$ cat config.mk
export PLATFORM = sky130hd
export DESIGN_NAME = div113_seq_ctrl
export DESIGN_NICKNAME = d
export VERILOG_FILES = /design/src/rtl/div113_pkg.sv /design/src/rtl/div113_step.sv /design/src/rtl/div113_seq_ctrl.sv
export SDC_FILE = /design/constraint.sdc
export NUM_CORES = 1
export LEC_CHECK = 0
export CORE_ASPECT_RATIO = 0.9
export CORE_MARGIN = 1
export CORE_UTILIZATION = 47
export CTS_CLUSTER_DIAMETER = 150
export CTS_CLUSTER_SIZE = 12
export DETAILED_ROUTE_END_ITERATION = 10
export GPL_ROUTABILITY_DRIVEN = 0
export PLACE_DENSITY = 0.76
export SYNTH_ARGS = -nofsm -noshare
export SYNTH_HDL_FRONTEND = slang
export SYNTH_HIERARCHICAL = 1
export SYNTH_SLANG_ARGS = --single-unit
$ cat constraint.sdc
create_clock -name clk -period 2 [get_ports clk]
set_input_delay 0.4 -clock clk [delete_from_list [all_inputs] [get_ports clk]]
set_output_delay 0.4 -clock clk [all_outputs]
set_load 0.05 [all_outputs]
$ cat src/rtl/div113_pkg.sv
// Shared constants and types for the iterative divide-by-113 controller.
package div113_pkg;

   localparam int unsigned DIVISOR = 113;
   localparam int unsigned DW      = 24;
   localparam int unsigned DIGIT_W = 2;
   localparam int unsigned REM_W   = 7;
   localparam int unsigned STEPS   = DW / DIGIT_W;
   localparam int unsigned CNT_W   = $clog2(STEPS);
   // Quotient digit is 3 bits wide so an illegal remainder shows up in the MSB.
   localparam int unsigned QD_W    = 3;

   typedef logic [REM_W-1:0] rem_t;

   typedef struct packed {
      rem_t                 rem;
      logic [DIGIT_W-1:0]   digit;
   } step_in_t;

   typedef struct packed {
      logic [QD_W-1:0]      q;
      rem_t                 rem;
   } step_out_t;

   typedef enum logic [1:0] {StIdle, StRun, StDone} state_t;

endpackage

$ cat src/rtl/div113_step.sv
// Combinational radix-4 step: {rem, digit} -> {q_digit, rem_next} for divisor 113.
module div113_step
   import div113_pkg::*;
(
   input  step_in_t  step_i,
   output step_out_t step_o
);

   localparam int unsigned VW = REM_W + DIGIT_W;
   localparam logic [VW-1:0] M1 = VW'(DIVISOR);
   localparam logic [VW-1:0] M2 = VW'(2 * DIVISOR);
   localparam logic [VW-1:0] M3 = VW'(3 * DIVISOR);
   localparam logic [VW-1:0] M4 = VW'(4 * DIVISOR);

   logic [VW-1:0] val;

   // Subtract the largest multiple of the divisor that fits; q=4 only for an illegal remainder.
   always_comb begin
      val    = step_i;
      step_o = '0;
      if (val >= M4) begin
         step_o.q   = 3'd4;
         step_o.rem = rem_t'(val - M4);
      end else if (val >= M3) begin
         step_o.q   = 3'd3;
         step_o.rem = rem_t'(val - M3);
      end else if (val >= M2) begin
         step_o.q   = 3'd2;
         step_o.rem = rem_t'(val - M2);
      end else if (val >= M1) begin
         step_o.q   = 3'd1;
         step_o.rem = rem_t'(val - M1);
      end else begin
         step_o.q   = 3'd0;
         step_o.rem = rem_t'(val);
      end
   end

endmodule

$ cat src/rtl/div113_seq_ctrl.sv
// Iterative divide-by-113 controller: valid/ready in, 12 radix-4 steps, valid/ready out.
module div113_seq_ctrl
   import div113_pkg::*;
(
   input  logic          clk,
   input  logic          rst_n,
   input  logic          in_valid,
   output logic          in_ready,
   input  logic [DW-1:0] in_data,
   output logic          out_valid,
   input  logic          out_ready,
   output logic [DW-1:0] out_quot,
   output logic [REM_W-1:0] out_rem,
   output logic          busy
);

   state_t              state_q, state_d;
   logic [CNT_W-1:0]    cnt_q, cnt_d;
   logic [DW-1:0]       shreg_q, shreg_d;
   logic [DW-1:0]       quot_q, quot_d;
   rem_t                rem_q, rem_d;

   step_in_t            step_in;
   step_out_t           step_out;

   assign step_in.rem   = rem_q;
   assign step_in.digit = shreg_q[DW-1 -: DIGIT_W];

   div113_step u_step (
      .step_i (step_in),
      .step_o (step_out)
   );

   // Next-state, datapath updates and handshake outputs.
   always_comb begin
      state_d   = state_q;
      cnt_d     = cnt_q;
      shreg_d   = shreg_q;
      quot_d    = quot_q;
      rem_d     = rem_q;
      in_ready  = (state_q == StIdle) || ((state_q == StDone) && out_ready);
      out_valid = (state_q == StDone);
      busy      = (state_q == StRun);

      unique case (state_q)
         StIdle, StDone: begin
            if (in_valid && in_ready) begin
               state_d = StRun;
               shreg_d = in_data;
               quot_d  = '0;
               rem_d   = '0;
               cnt_d   = '0;
            end else if (state_q == StDone && out_ready) begin
               state_d = StIdle;
            end
         end
         StRun: begin
            rem_d   = step_out.rem;
            shreg_d = {shreg_q[DW-DIGIT_W-1:0], {DIGIT_W{1'b0}}};
            quot_d  = {quot_q[DW-DIGIT_W-1:0], step_out.q[DIGIT_W-1:0]};
            cnt_d   = cnt_q + CNT_W'(1);
            if (cnt_q == CNT_W'(STEPS - 1)) begin
               state_d = StDone;
            end
         end
         default: state_d = StIdle;
      endcase
   end

   // State and datapath registers with synchronous active-low reset.
   always_ff @(posedge clk) begin
      if (!rst_n) begin
         state_q <= StIdle;
         cnt_q   <= '0;
         shreg_q <= '0;
         quot_q  <= '0;
         rem_q   <= '0;
      end else begin
         state_q <= state_d;
         cnt_q   <= cnt_d;
         shreg_q <= shreg_d;
         quot_q  <= quot_d;
         rem_q   <= rem_d;
      end
   end

   assign out_quot = quot_q;
   assign out_rem  = rem_q;

   // Running remainder must stay below the divisor, so a quotient digit never exceeds 3.
   a_qdigit_legal: assert property (@(posedge clk) disable iff (!rst_n) step_out.q[QD_W-1] == 1'b0);
   a_rem_legal:    assert property (@(posedge clk) disable iff (!rst_n) rem_q < rem_t'(DIVISOR));

endmodule
==> summary.txt, run 1 <==
Outcome
  – Status: complete, but fails checks
  – Failing checks: setup timing

Job
  – Max Cap Viol: 0

Timing
  – Worst-Margin Slew: 0.535 ns
  – PnR worst setup slack: -0.0629 ns
  – Max-slew violation count: 0
  – Total Neg Setup Slack: -0.150 ns
  – Fin crit period: 2.06 ns
  – Final setup violation count: 4
  – RSZ-0062 raised after global routing: yes
  – FMAX: 0.485 GHz
  – Post-route clock period utilization: 103%
  – Clock Skew: 0.00814 ns
  – Max-slew headroom: 64.2%
  – Hold Violations, Final: 0
  – Hold WS: 0.474 ns

Critical path
  – Startpoint type of the worst setup path: flip-flop
  – Critical setup path kind: flip-flop to flip-flop
  – CP Data Arrival Time: 2.33 ns
  – FF-to-FF Start: out_rem[0]$_SDFFE_PN0P_
  – Crit-path max FO: 6
  – Top delay family on crit path: compound AO/OA/AOI/OAI gates
  – Worst path required time: 2.27 ns
  – CP Buf/Inv Count: 1
  – Worst reg2reg setup slack: -0.06 ns
  – Max stage delay on crit path: 0.36 ns
  – Critical path depth in cells: 9
  – Slowest CP cell: dfxtp_4
  – Crit. End Element: flip-flop
  – Crit path cell chain: inv_4, ha_2, a211o_1, a21oi_4, o22ai_2, o21bai_1, a211oi_2, nand3_1, o21ai_1
  – Worst setup path start: out_rem[0]$_SDFFE_PN0P_
  – Reg2Reg Depth: 9

Detailed routing
  – Total number of vias: 3566
  – DR pass1 iterations: 5
  – Via density: 6.03
  – Post-Route WL: 9.81 mm
  – DR iter-0 viols: 286
  – ANT nets after route: 0
  – Wire per inst: 16.6 um
  – # DRC: 0

Clock tree
  – Sink Count: 61
  – Clock Root Buffer: clkbuf_8
  – CTS tree: done
  – CTS Buf Count: 9
  – Clock transition at path regs: 0.07 ns
  – Cts hold-fix bufs: 0
  – Clk_lat worst skew: 0.34 ns
  – Longest Clk Path Bufs: 2
  – # H-tree levels: 3

Cells and area
  – Final Cell Area: 4600 um2
  – Share of cells above drive strength 1: 23.6%
  – Filler Cell Count: 537
  – Net count, final: 534
  – Area Overhead vs Synth: 37.1%
  – N_diodes: 0
  – Core Util, Final: 68.3%

Placed design
  – HPWL Detailed: 6.16 mm
  – # port buffers: 61
  – Dpl ws: -0.110 ns
  – Placed standard-cell area: 4190 um2

Yosys
  – Async S/R FF share, synth: 0%
  – Top cell type's share of synthesized area: 36.4%
  – Number of flops mapped to enable cells by yosys: 0
  – Mapped Area: 3350 um2
  – Cell type with the largest total area after synthesis: dfxtp_1
  – Mapped Cells: 419
  – Distinct cells, synth: 57
  – Number of synthesized register bits: 61
  – Seq/Total Area, Yosys: 36.4%
  – Dominant synthesized flop cell: dfxtp_1
  – Area contributors post-synth: dfxtp_1 36%, nand2_1 9.9%, o311ai_0 5.7%
  – Post-Syn Nets: 457
  – Synth warn: 6
  – Syn avg cell area: 8.00 um2

Power
  – Peak VDD IR: 0.000415 V
  – Leakage: 1.70 nW
  – Pint: 2.06 mW
  – Power share of the combinational group: 17.9%
  – Switching portion of total power: 28.6%
  – Seq pwr share: 45.2%
  – Pwr dens: 627 nW/um2
  – Switching pwr: 0.826 mW
  – Clock share of power: 36.9%

GRT
  – First-pass GRT wire length: 16.1 mm
  – Vias in the first global route: 3314
  – GR Overflow Total: 0
  – Largest net degree at the start of global routing: 50
  – Initial antenna violation count: 0
  – Tot GR Track Use: 27.0%

Die
  – Die area: 7470 um2
  – Core Area: 6730 um2
  – Die X: 91.0 um
  – I/O pin total: 62
  – DIE HEIGHT: 82.1 um
  – Rows: 28
  – Initial Util: 49.8%

Min path
  – Hold_sp: shreg_q[1]$_SDFFE_PN0P_
  – Hold Path Stages: 2
  – Hold/Removal Path Class: flip-flop to flip-flop
[repair_timing]
| item | CTS | global route |
|---|---|---|
| setup endpoints to repair | 6 | 8 |
| gates resized for setup | 17 | 20 |
| gates cloned | 1 | 0 |
| endpoints found under the hold margin | 0 | 0 |
| pin swaps | 12 | 16 |
| buffers inserted | 4 | 4 |
[synth_stat cells (all sizes together), types with 2 or more instances]
cell type,number
nand3,19
o221ai,2
ha,10
or3,23
nor2b,5
a211oi,4
a31o,2
nand2,88
a311oi,2
nor2,12
o311ai,24
or2b,2
a21oi,10
nand2b,4
o22ai,26
a21o,2
buf,30
nor3,3
nand4,2
mux2i,2
dfxtp,61
and2,2
a311o,2
inv,7
o21ai,16
clkbuf,11
o21a,5
a31oi,26
[worst register-to-register path: cells and delay by family, from the launching register on]
kind	cells	cell delay (ns)
adder cells (fa/ha/maj)	1	0.19
flip-flops	1	0.36
AND/OR/NAND/NOR	1	0.11
buffers and inverters	1	0.05
AO/OA/AOI/OAI	6	1.29
[kinds of logic after synthesis]
group / share of synthesized area, %
fa+ha+maj: 3.73
xor+xnor: 0.523
buf+inv: 7.65
flops: 36.4
mux: 0.597
compound gates: 27.7
simple gates: 23.4
[final cells by class]
class                   count  area [um2]  area share, %
multi-input cells         309        2010           43.7
flip-flops and latches     61        1230           26.9
repair buffers            107        1010           22.0
clock buffers              12         166           3.62
well taps                  90         113           2.45
inverters                   8        36.3          0.789
clock inverters             4        27.5          0.599
[sequential cells by signal, indices dropped and copies added, names as in the netlist]
register	count
shreg_q	24
out_rem	7
cnt_q	4
out_quot	24
state_q	2
[layer usage]
metal  part of all wire, %  vias up  wire [um]  track usage, %
li1                      -     1708          -               -
met1                    43     1663       4230            35.0
met2                    45      159       4430            43.0
met3                   8.8       36        867            7.42
met4                   2.8        0        277            10.6
met5                     0        -          0               0
[worst paths after layout]
path / to
worst min register to register: shreg_q[3]$_SDFFE_PN0P_
worst min-delay path: shreg_q[3]$_SDFFE_PN0P_
worst max-delay path: out_rem[6]$_SDFFE_PN0P_
worst max register to register: out_rem[6]$_SDFFE_PN0P_
[per-stage QoR]
stage | power, mW | cells
after CTS | 2.88 | 587
after detailed placement | 1.80 | 567
after global routing | 3.02 | 591
after global placement | 1.79 | 567
after floorplan | 1.63 | 419
final | 2.88 | 591
[cells in the final DEF, fill, tap and decap left out, types with 4 or more instances in the layout]
master / instances
dfxtp_1: 54
dfxtp_2: 5
ha_1: 5
inv_2: 4
clkbuf_8: 10
nand2_1: 87
o22ai_1: 23
buf_4: 47
o311ai_0: 22
clkdlybuf4s50_1: 50
a31oi_1: 25
o21a_1: 5
o21ai_0: 7
buf_12: 4
nor2_1: 12
or3_1: 23
a21oi_1: 7
buf_6: 4
nand3_1: 18
o21ai_1: 9
[power by group through the flow]
stage | Clock, mW | Sequential (mW) | Combinational [mW]
floorplan | 0 | 1.33 | 0.301
global placement | 0 | 1.32 | 0.467
detailed placement | 0 | 1.33 | 0.474
CTS | 1.09 | 1.30 | 0.491
global route | 1.15 | 1.31 | 0.562
finish | 1.06 | 1.30 | 0.516
(Power assumes the default switching activity.)
==> run 2, diff against run 1 <==
--- a/config.mk
+++ b/config.mk
@@ -13,6 +13,7 @@
 export DETAILED_ROUTE_END_ITERATION = 10
 export GPL_ROUTABILITY_DRIVEN = 0
 export PLACE_DENSITY = 0.76
+export RECOVER_POWER = 50
 export SYNTH_ARGS = -nofsm -noshare
 export SYNTH_HDL_FRONTEND = slang
 export SYNTH_HIERARCHICAL = 1
==> run 2 against run 1 <==
  * The run still ends with setup timing left
  * Combinational power hardly changed
  * Clock skew is 0.0011 ns higher
  * Via count rose by 0.31%
  * Largest cell class unchanged
  * Highest routed layer unchanged
==> summary.txt, run 2 (same netlist as run 1, synthesis figures left out) <==
Cells and area
  – Filler Cell Count: 538 (+0.19%)
  – Share of cells above drive strength 1: 23.6% (unchanged)
  – Net count, final: 534 (unchanged)
  – Area of the multi-input gates: 2010 um2 (unchanged)
  – Core Util, Final: 68.3% (about the same)
  – Area Overhead vs Synth: 37.1% (about the same)
  – N_diodes: 0 (unchanged)
  – Commonest non-fill, non-tap cell in the layout: nand2_1
  – Most frequent cells in the layout: 87 x nand2_1, 54 x dfxtp_1, 50 x clkdlybuf4s50_1
  – Seq. cell area: 1230 um2 (unchanged)

Timing
  – Fin crit period: 2.06 ns (-0.00177 ns)
  – Clock Skew: 0.00925 ns (+0.00111 ns)
  – Post-route clock period utilization: 103% (about the same)
  – PnR worst setup slack: -0.0612 ns (+0.00177 ns)
  – Max-slew headroom: 37.3% (-27 points)
  – Max-slew violation count: 0 (unchanged)
  – RSZ-0062 raised after global routing: yes
  – Hold Violations, Final: 0 (unchanged)
  – Worst-Margin Slew: 0.940 ns (+0.406 ns)
  – Final setup violation count: 4 (unchanged)
  – FMAX: 0.485 GHz (about the same)

Critical path
  – Crit-path max FO: 6 (unchanged)
  – FF-to-FF Start: out_rem[0]$_SDFFE_PN0P_
  – Critical setup path kind: flip-flop to flip-flop
  – CP Data Arrival Time: 2.33 ns (about the same)
  – Crit. End Element: flip-flop
  – Worst path required time: 2.26 ns (about the same)
  – Startpoint type of the worst setup path: flip-flop
  – Worst setup path start: out_rem[0]$_SDFFE_PN0P_

Outcome
  – Status: complete, but fails checks
  – Failing checks: setup timing

Detailed routing
  – ANT nets after route: 0 (unchanged)
  – # DRC: 0 (unchanged)
  – Wire per inst: 16.6 um (about the same)
  – Post-Route WL: 9.82 mm (about the same)
  – Total number of vias: 3577 (+0.31%)
  – DR pass1 iterations: 5 (unchanged)
  – DR iter-0 viols: 285 (-0.35%)
  – Via density: 6.05 (+0.31%)

Die
  – Die X: 91.0 um (unchanged)
  – Rows: 28 (unchanged)
  – Initial Util: 49.8% (unchanged)
  – I/O pin total: 62 (unchanged)
  – Core Area: 6730 um2 (unchanged)
  – Die area: 7470 um2 (unchanged)
  – DIE HEIGHT: 82.1 um (unchanged)

Clock tree
  – Cts hold-fix bufs: 0 (unchanged)
  – Sink Count: 61 (unchanged)
  – Longest Clk Path Bufs: 2 (unchanged)
  – Clk_lat worst skew: 0.34 ns (about the same)
  – # H-tree levels: 3 (unchanged)
  – Clock transition at path regs: 0.07 ns (about the same)
  – Clock Root Buffer: clkbuf_8
  – CTS Buf Count: 9 (unchanged)
  – CTS tree: done

Power
  – Tot Pwr: 2.88 mW (-0.12%)
  – Pwr dens: 627 nW/um2 (about the same)
  – Peak VDD IR: 0.000415 V (about the same)
  – Leakage: 1.70 nW (about the same)

GRT
  – Largest net degree at the start of global routing: 50 (unchanged)
  – GR Overflow Total: 0 (unchanged)
  – Vias in the first global route: 3314 (unchanged)
  – Tot GR Track Use: 27.0% (unchanged)
  – First-pass GRT wire length: 16.1 mm (unchanged)
  – Initial antenna violation count: 0 (unchanged)

Min path
  – Hold_sp: shreg_q[1]$_SDFFE_PN0P_
  – Hold/Removal Path Class: flip-flop to flip-flop

Placed design
  – HPWL Detailed: 6.16 mm (unchanged)
  – # port buffers: 61 (unchanged)

Job
  – Max Cap Viol: 0 (unchanged)
==> run 2: cell count changes in the layout (fill, tap and decap cells not counted), sizes merged <==
| cell | before | now |
|---|---|---|
| clkbuf | 12 | 13 |
| buf | 57 | 56 |
==> run 2: final cells by class <==
cell class | instances | share of cell area, %
inverters | 8 | 0.790
clock inverters | 4 | 0.599
multi-input cells | 309 | 43.7
clock buffers | 12 | 3.62
well taps | 90 | 2.45
flip-flops and latches | 61 | 26.9
repair buffers | 107 | 21.9
==> run 2: final timing paths <==
path	slack (ns)	endpoint	cells past startpoint
worst max-delay path	-0.06	out_rem[6]$_SDFFE_PN0P_	9
worst min-delay path	0.47	shreg_q[3]$_SDFFE_PN0P_	2
worst max register to register	-0.06	out_rem[6]$_SDFFE_PN0P_	9
worst min register to register	0.47	shreg_q[3]$_SDFFE_PN0P_	2
==> run 2: stage by stage <==
stage | hold slack (ns) | instances | TNS, ns | cell area [um2] | setup slack [ns]
floorplan | 0.447 | 419 | -0.180 | 3390 | -0.0473
global placement | 0.455 | 567 | -0.0581 | 4190 | -0.0481
detailed placement | 0.468 | 567 | -0.244 | 4190 | -0.110
CTS | 0.466 | 587 | 0 | 4500 | 0.00624
global route | 0.489 | 591 | -0.714 | 4590 | -0.150
finish | 0.473 | 591 | -0.178 | 4590 | -0.0612
==> run 2: critical path, cell delays in order (launching register included) <==
cell and delay, ns:
dfxtp_4 0.36, inv_4 0.05, ha_2 0.19, a211o_1 0.35, a21oi_4 0.26, o22ai_2 0.12
o21bai_1 0.19, a211oi_2 0.29, nand3_1 0.10, o21ai_1 0.08
==> run 2: report_power, final <==
group	switching, mW	internal [mW]	leakage [nW]
Clock	0.499	0.562	0.0985
Sequential	0.0383	1.27	0.502
Combinational	0.286	0.229	1.10
==> run 2: layer usage <==
metal | up-vias | global-route usage, % | part of all wire, %
li1 | 1709 | - | -
met1 | 1646 | 35.0 | 43
met2 | 187 | 43.0 | 45
met3 | 35 | 7.42 | 8.7
met4 | 0 | 10.6 | 2.7
met5 | - | 0 | 0
==> run 2: timing repair <==
item,4_1_cts,5_1_grt
cloned,1,0
resized for setup,17,20
pin swaps,12,16
endpoints found under the setup margin,6,8
buffers inserted,4,4
==> run 3, diff against run 2 <==
--- a/config.mk
+++ b/config.mk
@@ -7,13 +7,12 @@
 export LEC_CHECK = 0
 export CORE_ASPECT_RATIO = 0.9
 export CORE_MARGIN = 1
-export CORE_UTILIZATION = 47
+export CORE_UTILIZATION = 25
 export CTS_CLUSTER_DIAMETER = 150
 export CTS_CLUSTER_SIZE = 12
 export DETAILED_ROUTE_END_ITERATION = 10
 export GPL_ROUTABILITY_DRIVEN = 0
-export PLACE_DENSITY = 0.76
-export RECOVER_POWER = 50
+export RECOVER_POWER = 100
 export SYNTH_ARGS = -nofsm -noshare
 export SYNTH_HDL_FRONTEND = slang
 export SYNTH_HIERARCHICAL = 1
==> run 3 against run 2 <==
  * The run still ends with setup timing left
  * Register-to-register slack better by 0.04 ns
  * Non-clock buffer count down 4
  * Clock power up 46%
  * Combinational power down 0.8%
  * Fmax up 2.0%
  * Critical path depth unchanged
  * Hold slack worse by 0.10 ns
  * Total power up 17%
  * Die area up 86%
  * Routed wire length up 4.5%
  * Sequential share of layout area down 0.90 points
  * Largest power group is now the clock network
==> summary.txt, run 3 (same netlist as run 1, synthesis figures left out) <==
Critical path
  – Worst path required time: 2.22 ns (-0.04 ns)
  – Critical setup path kind: flip-flop to flip-flop
  – Worst setup path start: shreg_q[22]$_SDFFE_PN0P_
  – CP Data Arrival Time: 2.24 ns (-0.09 ns)
  – Max stage delay on crit path: 0.32 ns (-0.04 ns)
  – Top delay family on crit path: compound AO/OA/AOI/OAI gates
  – Reg2Reg Depth: 9 (unchanged)
  – Crit. End Element: flip-flop
  – Slowest CP cell: dfxtp_1
  – CP Buf/Inv Count: 1 (unchanged)
  – R2r endpoint: out_rem[2]$_SDFFE_PN0P_
  – Startpoint type of the worst setup path: flip-flop
  – FF-to-FF Start: shreg_q[22]$_SDFFE_PN0P_
  – Crit path cell chain: buf_4, ha_1, a211oi_2, a31oi_4, and3_1, o311ai_2, o221ai_2, nand3_1, o21ai_1
  – Crit-path max FO: 8 (+2)
  – Worst reg2reg setup slack: -0.02 ns (+0.04 ns)

Die
  – Rows: 39 (+39%)
  – DIE HEIGHT: 112 um (+36%)
  – Die area: 13900 um2 (+86%)
  – Die X: 124 um (+36%)
  – Core Area: 12900 um2 (+92%)
  – I/O pin total: 62 (unchanged)
  – Initial Util: 26.0% (-24 points)

GRT
  – First-pass GRT wire length: 16.5 mm (+3.0%)
  – GR Overflow Total: 0 (unchanged)
  – Initial antenna violation count: 0 (unchanged)
  – Met1 Track Usage GR: 19.0% (-16 points)
  – Met2 Use GR: 23.5% (-19 points)
  – GR Util met3: 5.07% (-2.3 points)
  – Largest net degree at the start of global routing: 46 (-8.0%)
  – Vias in the first global route: 3456 (+4.3%)
  – Tot GR Track Use: 15.1% (-12 points)
  – Most used routing layer: met2

Timing
  – Post-route clock period utilization: 101% (-2.0 points)
  – Total Neg Setup Slack: -0.0306 ns (+0.148 ns)
  – Fin crit period: 2.02 ns (-0.0397 ns)
  – Final setup violation count: 2 (-2)
  – Hold Violations, Final: 0 (unchanged)
  – Max-slew headroom: 40.0% (+2.7 points)
  – RSZ-0062 raised after global routing: yes
  – FMAX: 0.495 GHz (+2.0%)
  – Max-slew violation count: 0 (unchanged)
  – PnR worst setup slack: -0.0215 ns (+0.0397 ns)
  – Worst-Margin Slew: 0.900 ns (-0.0407 ns)
  – Clock Skew: 0.00767 ns (-0.00158 ns)

Cells and area
  – Commonest non-fill, non-tap cell in the layout: nand2_1
  – Finished Layout Cells: 661 (+12%)
  – N_diodes: 0 (unchanged)
  – Net count, final: 530 (-0.75%)
  – Seq. cell area: 1230 um2 (-0.20%)
  – Filler Cell Count: 1356 (+150%)
  – Area Overhead vs Synth: 41.5%
  – Area of the multi-input gates: 2030 um2 (+0.93%)
  – Share of cells above drive strength 1: 21.7% (-1.8 points)
  – Most frequent cells in the layout: 87 x nand2_1, 56 x dfxtp_1, 50 x clkdlybuf4s50_1

Clock tree
  – Clock transition at path regs: 0.06 ns (about the same)
  – Longest Clk Path Bufs: 2 (unchanged)
  – Sink Count: 61 (unchanged)
  – Clock Root Buffer: clkbuf_16
  – CTS tree: done
  – Clk_lat worst skew: 0.33 ns (about the same)
  – CTS Buf Count: 9 (unchanged)
  – # H-tree levels: 3 (unchanged)

Detailed routing
  – Via density: 5.29 (-13%)
  – Total number of vias: 3497 (-2.2%)
  – DR iter-0 viols: 276 (-3.2%)
  – DR pass1 iterations: 5 (unchanged)
  – Wire per inst: 15.5 um (-6.6%)
  – # DRC: 0 (unchanged)
  – ANT nets after route: 0 (unchanged)
  – Post-Route WL: 10.3 mm (+4.5%)

Min path
  – Worst hold endpoint: cnt_q[2]$_SDFFE_PN0P_
  – Hold Path Stages: 3 (+1)
  – Hold_sp: rst_n
  – Hold/Removal Path Class: input port to flip-flop

Power
  – Switching portion of total power: 26.2% (-2.3 points)
  – Power share of the combinational group: 15.2% (-2.7 points)
  – Leakage: 1.72 nW (+1.2%)
  – Seq pwr share: 38.8% (-6.5 points)
  – Pwr dens: 710 nW/um2 (+13%)
  – Pint: 2.49 mW (+21%)
  – Peak VDD IR: 0.000313 V (-25%)
  – Switching pwr: 0.884 mW (+7.5%)
  – Clock share of power: 46.1% (+9.2 points)

Placed design
  – Placed cell count: 641 (+13%)
  – HPWL Detailed: 6.69 mm (+8.7%)
  – # port buffers: 61 (unchanged)

Outcome
  – Failing checks: setup timing
  – Status: complete, but fails checks

Job
  – Max Cap Viol: 0 (unchanged)
run 3: through the flow:
step	utilization [%]	power [mW]	cell area, um2	hold slack [ns]	setup slack, ns
finish	36.8	3.37	4740	0.371	-0.0215
global route	36.8	3.51	4740	0.395	-0.124
CTS	35.8	3.39	4620	0.363	-0.0123
detailed placement	33.2	1.82	4280	0.465	-0.0498
global placement	33.2	1.81	4280	0.454	-0.0233
floorplan	-	1.63	3390	0.447	-0.0473
run 3: repair_timing:
item	in CTS	in global routing
hold buffers	0	0
pin swaps	2	12
buffers inserted	1	3
resized for setup	6	25
cloned	0	0
setup endpoints to repair	5	8
run 3: worst max path at each step:
stage | slack [ns] | depth (start not counted) | endpoint
2_1_floorplan | -0.05 | 12 | out_rem[4]$_SDFFE_PN0P_
3_3_place_gp | -0.02 | 10 | out_rem[4]$_SDFFE_PN0P_
3_5_place_dp | -0.05 | 9 | out_rem[4]$_SDFFE_PN0P_
4_1_cts | -0.01 | 10 | out_rem[2]$_SDFFE_PN0P_
5_1_grt | -0.12 | 9 | out_rem[2]$_SDFFE_PN0P_
6_report | -0.02 | 9 | out_rem[2]$_SDFFE_PN0P_
run 3: tightest hold or removal path, stage by stage:
cell and delay, ns:
buf_2 0.13, inv_1 0.08, a211oi_2 0.04
run 3: layer usage:
layer / vias up / wire (um)
li1: 1700 / -
met1: 1660 / 4610
met2: 122 / 4660
met3: 15 / 791
met4: 0 / 191
met5: - / 0
run 3: power groups by stage:
stage / sequential, mW / clock (mW) / combinational [mW]
after floorplan: 1.33 / 0 / 0.301
after global placement: 1.33 / 0 / 0.480
after detailed placement: 1.33 / 0 / 0.488
after CTS: 1.31 / 1.59 / 0.498
after global routing: 1.31 / 1.64 / 0.561
final: 1.31 / 1.55 / 0.511
run 3: cell type report:
class	count	area share (%)
repair buffers	103	19.8
clock inverters	6	1.29
inverters	8	0.818
clock buffers	10	5.04
well taps	164	4.32
multi-input cells	309	42.7
flip-flops and latches	61	26.0
